## src/rtl/wave_pwm_dac.sv

```systemverilog
// wave_pwm_dac: gain/offset scaling with saturation, feeding a 256-step PWM
// whose duty only changes at a period boundary.
module wave_pwm_dac #(
  parameter int PRESCALE_W = 16
) (
  input  logic                  clk,
  input  logic                  rst_n,
  input  logic                  enable,
  input  logic [7:0]            sample_in,
  input  logic [7:0]            gain,
  input  logic [7:0]            offset,
  input  logic [PRESCALE_W-1:0] prescale,
  input  logic                  clr_sat,
  output logic                  pwm_out,
  output logic                  period_start,
  output logic [7:0]            duty_applied,
  output logic                  sat_hi,
  output logic                  sat_lo
);
  logic [7:0] scaled, pending_duty, clamped, phase, phase_next, duty_next;
  logic [9:0] sum;
  logic [PRESCALE_W-1:0] pcnt;
  logic over, under, tick, wrap;
  always_comb begin
    sum = 10'(scaled) + {{2{offset[7]}}, offset};
    under = sum[9];
    over = !sum[9] && sum[8];
    clamped = under ? 8'd0 : over ? 8'hFF : sum[7:0];
    tick = enable && (pcnt >= prescale);
    phase_next = phase + 8'd1;
    wrap = tick && (phase == 8'hFF);
    duty_next = wrap ? pending_duty : duty_applied;
  end
  // (gain+1)/256 scaling cannot exceed 255, so the top byte of the 16-bit product is exact
  always_ff @(posedge clk) begin
    if (!rst_n) begin
      scaled <= '0;
      pending_duty <= '0;
      sat_hi <= 1'b0;
      sat_lo <= 1'b0;
    end else begin
      scaled <= 8'((17'(sample_in) * (17'(gain) + 17'd1)) >> 8);
      pending_duty <= clamped;
      sat_hi <= over | (sat_hi & ~clr_sat);
      sat_lo <= under | (sat_lo & ~clr_sat);
    end
  end
  // Disable parks the PWM so the first tick after re-enable wraps into a fresh period
  always_ff @(posedge clk) begin
    if (!rst_n || !enable) begin
      pcnt <= '0;
      phase <= 8'hFF;
      pwm_out <= 1'b0;
      duty_applied <= '0;
      period_start <= 1'b0;
    end else begin
      pcnt <= tick ? '0 : pcnt + 1'b1;
      period_start <= wrap;
      if (tick) begin
        phase <= phase_next;
        duty_applied <= duty_next;
        pwm_out <= phase_next < duty_next;
      end
    end
  end
endmodule

```

## config.mk

```make
export PLATFORM = sky130hd
export DESIGN_NAME = wave_pwm_dac
export DESIGN_NICKNAME = d
export VERILOG_FILES = /design/src/rtl/wave_pwm_dac.sv
export SDC_FILE = /design/constraint.sdc
export NUM_CORES = 1
export LEC_CHECK = 0
export BUFFER_PORTS_ARGS = -buffer_cell sky130_fd_sc_hd__clkbuf_2
export CORE_ASPECT_RATIO = 1.4
export CORE_MARGIN = 8
export CORE_UTILIZATION = 40
export CTS_CLUSTER_SIZE = 8
export DETAILED_ROUTE_END_ITERATION = 8
export PLACE_DENSITY = 0.68
export SLEW_MARGIN = 20
export SYNTH_ARGS = -nofsm -noshare
export SYNTH_HDL_FRONTEND = slang
export SYNTH_SLANG_ARGS = --single-unit
```

## constraint.sdc

```tcl
create_clock -name clk -period 9.1 [get_ports clk]
set_input_delay 2.73 -clock clk [delete_from_list [all_inputs] [get_ports clk]]
set_output_delay 2.73 -clock clk [all_outputs]
set_load 0.02 [all_outputs]
```

==> flow_summary.ini, run 1 <==
[worst_setup_path]
cp-startpoint = gain[0]
worstPathCellList = clkbuf_2, ha_1, nand3_1, xor2_1, nor2b_1, fa_1, fa_1, fa_1, inv_1, fa_1, inv_1, ha_1, and3_1, a221oi_1, a21boi_2, o311ai_1, nor3b_1, nor3_1
worstRegToRegCells = 14
cp.required_ns = 9.28
timing.rr.start = pcnt[0]
critPathSlowestCell = fa_1
timing.rr.end = pwm_out
crit_type = primary input to register
cp_num_buf_inv = 3
cp_max_fo = 10
crit_end = scaled[4]
max_stage_delay_ns = 0.58
cp.depth = 18
start_kind = primary input
crit_top_cell = fa_1
worstSetupEndpointType = register
cp_top_family = adder cells
reg2reg_slack_ns = 5.25
cp.arrival_ns = 7.91

[cells_and_area]
layout-drive-gt1-share = 0.120
insertedDiodeCount = 0
multi_input_area_um2 = 3990
fill_cells = 1340
regArea_um2 = 1040
fin_util = 0.451
nNetsFinal = 825
synthToLayoutAreaGrowth_pct = 11.1

[synthesis]
syn-num-nets = 772
synth_cell_type_count = 64
ys_seq_elements = 52
synthTopCellsByArea = dfxtp_1 (19%), ha_1 (16%), fa_1 (15%)
netlist.area_leader.share = 0.193
netlist_instances = 620
synth_common_cells = inv_1 (79), ha_1 (67), nand2_1 (57)
synth_edf_count = 0
syn_avg_cell_area_um2 = 8.69
async_reset_ff_frac = 0
synth.most_common_cell = inv_1
syn_area_um2 = 5390
yosysWarnings = 0
synth_seq_area_share = 0.193
synth_ff_type = dfxtp_1
synth.largest_area_cell = dfxtp_1

[power_and_ir_drop]
intPower_uw = 605
vdd_drop_max_v = 0.0000699
p_leak_uw = 0.00292
switching_power_uw = 412
pwr-share-comb = 0.543
power.density_nw_per_um2 = 170
p_sw_frac = 0.405
p_clk_frac = 0.193
seqPwrFrac = 0.264

[global_routing]
grt.overflow.total = 0
antenna_found_initial = 0
grt_max_degree = 26
grt_pass1_wl_um = 19800
grt_pass1_vias = 4550
grt_usage = 0.134

[place]
io_buffers = 55
dpl.hpwl_um = 9590
place.gp.congestion = 0.897
place_ws_ns = 1.08

[hold_path]
min_path_type = register to register

[timing]
hold_viol_final = 0
setup_slack_ns = 1.37
setup_tns_ns = 0
setup_violations = 0
fin_skew_ns = 0.00765
relSlewSlack = 0.398
tightest_slew_ns = 0.900
slew_violations = 0
fmax_mhz = 129
rsz0062_at_grt = false
fin_crit_sh = 0.849
min_period_ns = 7.73

[clocking]
cts_tree = built
insertion_delay_ns = 0.30
clock_path_buffers = 2
cts_resized = 0
cts_sinks = 52
path_clk_slew_ns = 0.07
cts-root-buf = clkbuf_16
htree_levels = 2
cts_buffers = 5
hold_buffers = 0
post_cts_buffers = 0

[detailed_routing]
num_vias = 4292
dr.first_iter.drc_count = 133
vias_per_cell = 5.01
ant_nets = 0
post-route-drc-count = 0
routed_wl_um = 11400
dr.pass1.iters = 4
wl_per_cell_um = 13.3

[floorplan]
start_util = 0.406
core.rowCount = 50
ios = 56
die_area_um2 = 17500
core-area_um2 = 13300
die_h_um = 153
die_x_um = 114

[outcome]
status = finished clean

[run]
drv_cap = 0
[worst min path at each step]
stage / from / cells after the start / endpoint
finish: pending_duty[6] / 2 / duty_applied[6]
CTS: pending_duty[6] / 2 / duty_applied[6]
floorplan: pending_duty[1] / 2 / duty_applied[1]
global route: pending_duty[0] / 2 / duty_applied[0]
detailed placement: pending_duty[6] / 2 / duty_applied[6]
global placement: pending_duty[5] / 2 / duty_applied[5]
[state kept, by name, summed over array words and instances, names as in the netlist]
| name | cells |
|---|---|
| period_start | 1 |
| pending_duty | 8 |
| pwm_out | 1 |
| sat_lo | 1 |
| sat_hi | 1 |
| duty_applied | 8 |
| scaled | 8 |
| phase | 8 |
| pcnt | 16 |
[cells in the final DEF (no fill, tap or decap), types with 2 or more instances in the layout]
master,n
and4b_1,2
nand2_1,57
clkbuf_2,55
o21ai_0,25
a21o_1,4
xor2_1,21
clkbuf_16,5
nand3_1,13
o21a_1,3
or3_1,2
mux2i_1,19
a21boi_0,2
and3_1,14
a21oi_1,26
inv_1,79
nand2b_1,9
o221ai_1,4
o21bai_1,2
a21o_2,2
nor2_1,37
nand4_1,5
ha_1,67
and2_1,21
nor2b_1,42
fa_1,41
a211oi_2,2
nor3b_1,3
nor3_1,10
xnor2_1,16
dfxtp_1,52
[worst register-to-register path, stage by stage, from the launching register on]
cell and delay (ns):
dfxtp_1 0.39, inv_1 0.06, ha_1 0.27, nor2b_1 0.04, o21ai_0 0.20, a21oi_1 0.16, o41ai_4 0.74, nand2_2 0.53
mux2i_1 0.36, ha_1 0.29, a21oi_1 0.16, nor2b_1 0.06, o21ai_0 0.19, o2111ai_1 0.17, o22ai_1 0.17
[cell families after synthesis]
group | share of synthesized area
adder cells (fa/ha/maj) | 0.308
AO/OA/AOI/OAI | 0.120
XOR/XNOR | 0.0602
AND/OR/NAND/NOR | 0.217
buffers and inverters | 0.0657
flip-flops | 0.193
multiplexers | 0.0353
[metal layers]
metal	global-route usage	wire length [µm]	vias up	part of all wire
li1	-	-	2170	-
met1	0.139	4570	2025	0.40
met2	0.268	6270	79	0.55
met3	0.0201	354	18	0.031
met4	0.0318	184	0	0.016
met5	0	0	-	0
[power by group through the flow]
stage | sequential, µW | combinational (µW) | clock, µW
after floorplan | 271 | 436 | 0
after global placement | 274 | 527 | 0
after detailed placement | 274 | 553 | 0
after CTS | 268 | 557 | 202
after global routing | 271 | 638 | 211
final | 268 | 553 | 196
[per-stage QoR]
step | area, µm² | power, µW | std cells | hold WS [ns]
detailed placement | 5830 | 827 | 848 | 0.455
floorplan | 5390 | 707 | 620 | 0.434
global route | 5980 | 1120 | 856 | 0.485
finish | 5980 | 1020 | 856 | 0.463
global placement | 5830 | 801 | 848 | 0.447
CTS | 5980 | 1030 | 856 | 0.468
[cell type report]
type,count,area share
multi-input combinational,480,0.667
sequential,52,0.174
inverter,79,0.0496
timing repair buffer,55,0.0460
tap,182,0.0381
clock buffer,7,0.0238
clock inverter,1,0.00125
No activity file was read; power rests on OpenSTA's default activity.
==> run 2, diff against run 1 <==
--- a/config.mk
+++ b/config.mk
@@ -11,7 +11,7 @@
 export CORE_UTILIZATION = 40
 export CTS_CLUSTER_SIZE = 8
 export DETAILED_ROUTE_END_ITERATION = 8
-export PLACE_DENSITY = 0.68
+export PLACE_DENSITY = 0.7
 export SLEW_MARGIN = 20
 export SYNTH_ARGS = -nofsm -noshare
 export SYNTH_HDL_FRONTEND = slang
==> constraint.sdc (replaced) <==
create_clock -name clk -period 6.8 [get_ports clk]
set_input_delay 2.04 -clock clk [delete_from_list [all_inputs] [get_ports clk]]
set_output_delay 2.04 -clock clk [all_outputs]
set_load 0.02 [all_outputs]
==> run 2 against run 1 <==
Total power is 35% higher. Non-clock buffer count is 15 higher. Count of clock-buffer cells in the layout down 2. Clock skew up 0.00080 ns. Core utilization rose by 1.0 points. Highest routed layer unchanged.
==> flow_summary.ini, run 2 (synthesis results as in run 1) <==
[outcome]
status = finished clean

[clocking]
cts_resized = 0
post_cts_buffers = 0
hold_buffers = 0
htree_levels = 2
cts-root-buf = clkbuf_16
insertion_delay_ns = 0.30
path_clk_slew_ns = 0.07
cts_buffers = 5
cts_tree = built
clock_path_buffers = 2
cts_sinks = 52

[floorplan]
die_x_um = 114
core-area_um2 = 13300
core.rowCount = 50
ios = 56
die_h_um = 153
start_util = 0.406
die_area_um2 = 17500

[cells_and_area]
fill_cells = 1321
layout_commonest_cell = inv_1
largest_reg_flops = 16
nNetsFinal = 840
layout-drive-gt1-share = 0.145
insertedDiodeCount = 0
regMostFlops = pcnt
fin_util = 0.461
final_cell_mix = inv_1 (79), ha_1 (67), nand2_1 (57), clkbuf_2 (55), dfxtp_1 (52)
synthToLayoutAreaGrowth_pct = 13.5

[hold_path]
min_path_type = register to register

[timing]
tightest_slew_ns = 0.766
hold_viol_final = 0
min_period_ns = 6.39
fin_crit_sh = 0.940
fmax_mhz = 156
relSlewSlack = 0.489
rsz0062_at_grt = false
setup_tns_ns = 0
slew_violations = 0
fin_skew_ns = 0.00846
setup_violations = 0

[global_routing]
grt.overflow.total = 0
grt_pass1_vias = 4366
grt_pass1_wl_um = 18500
antenna_found_initial = 0
grt_usage = 0.126
grt_max_degree = 26

[power_and_ir_drop]
vdd_drop_max_v = 0.000139
power.density_nw_per_um2 = 225
p_leak_uw = 0.00299
finalPower_uw = 1370

[detailed_routing]
dr.pass1.iters = 4
ant_nets = 0
routed_wl_um = 10500
num_vias = 4255
dr.first_iter.drc_count = 110
vias_per_cell = 4.89
post-route-drc-count = 0
wl_per_cell_um = 12.0

[run]
drv_cap = 0

[worst_setup_path]
crit_type = primary input to register
cp.arrival_ns = 6.58
start_kind = primary input
cp.required_ns = 6.98
cp_max_fo = 4
worstSetupEndpointType = register

[place]
dpl.hpwl_um = 8950
place.gp.congestion = 0.838
io_buffers = 55
-- run 2: changes by cell type in the layout (fill, tap and decap cells not counted), sizes merged --
| cell | delta |
|---|---|
| buf | +15 |
| clkbuf | -2 |
| clkinv | +1 |
| clkinvlp | +1 |
-- run 2: worst max-delay path: stages --
cell	delay, ns
clkbuf_2	0.10
ha_1	0.25
nand3_1	0.14
xor2_2	0.24
nor2b_1	0.10
fa_1	0.56
fa_1	0.44
fa_1	0.54
inv_1	0.05
fa_1	0.52
inv_1	0.04
ha_1	0.33
and3_1	0.20
a221oi_2	0.28
a21boi_2	0.09
o311ai_1	0.32
nor3b_1	0.23
nor3_1	0.07
-- run 2: report_power, final --
group          switching (µW)  internal (µW)
logic                     411            349
registers                16.4            343
clock network             118            137
total                     546            829
-- run 2: worst paths after layout --
path | from | endpoint | slack (ns) | cells past startpoint
hold reg to reg | pending_duty[6] | duty_applied[6] | 0.46 | 2
setup / recovery | gain[0] | scaled[4] | 0.41 | 18
setup reg to reg | pcnt[2] | pwm_out | 3.46 | 14
hold / removal | pending_duty[6] | duty_applied[6] | 0.46 | 2
-- run 2: stage by stage --
stage / instances / hold slack, ns / instance area, µm² / setup slack, ns
after floorplan: 620 / 0.434 / 5390 / 0.174
after global placement: 863 / 0.446 / 5940 / 0.0434
after detailed placement: 863 / 0.451 / 5940 / -0.126
after CTS: 871 / 0.461 / 6090 / 0.184
after global routing: 871 / 0.485 / 6110 / 0.0392
final: 871 / 0.457 / 6110 / 0.406
-- run 2: layer usage --
metal | vias up | routed length [µm] | GRT usage
li1 | 2201 | - | -
met1 | 1979 | 4290 | 0.128
met2 | 59 | 5620 | 0.244
met3 | 16 | 361 | 0.0229
met4 | 0 | 182 | 0.0433
met5 | - | 0 | 0
-- run 2: layout make-up --
cell class                 count  area [µm²]  share of cell area
multi-input combinational    480        4010               0.656
sequential                    52        1040               0.170
timing repair buffer          70         388              0.0634
inverter                      79         297              0.0485
tap                          182         228              0.0372
clock buffer                   5         125              0.0205
clock inverter                 3        23.8             0.00389
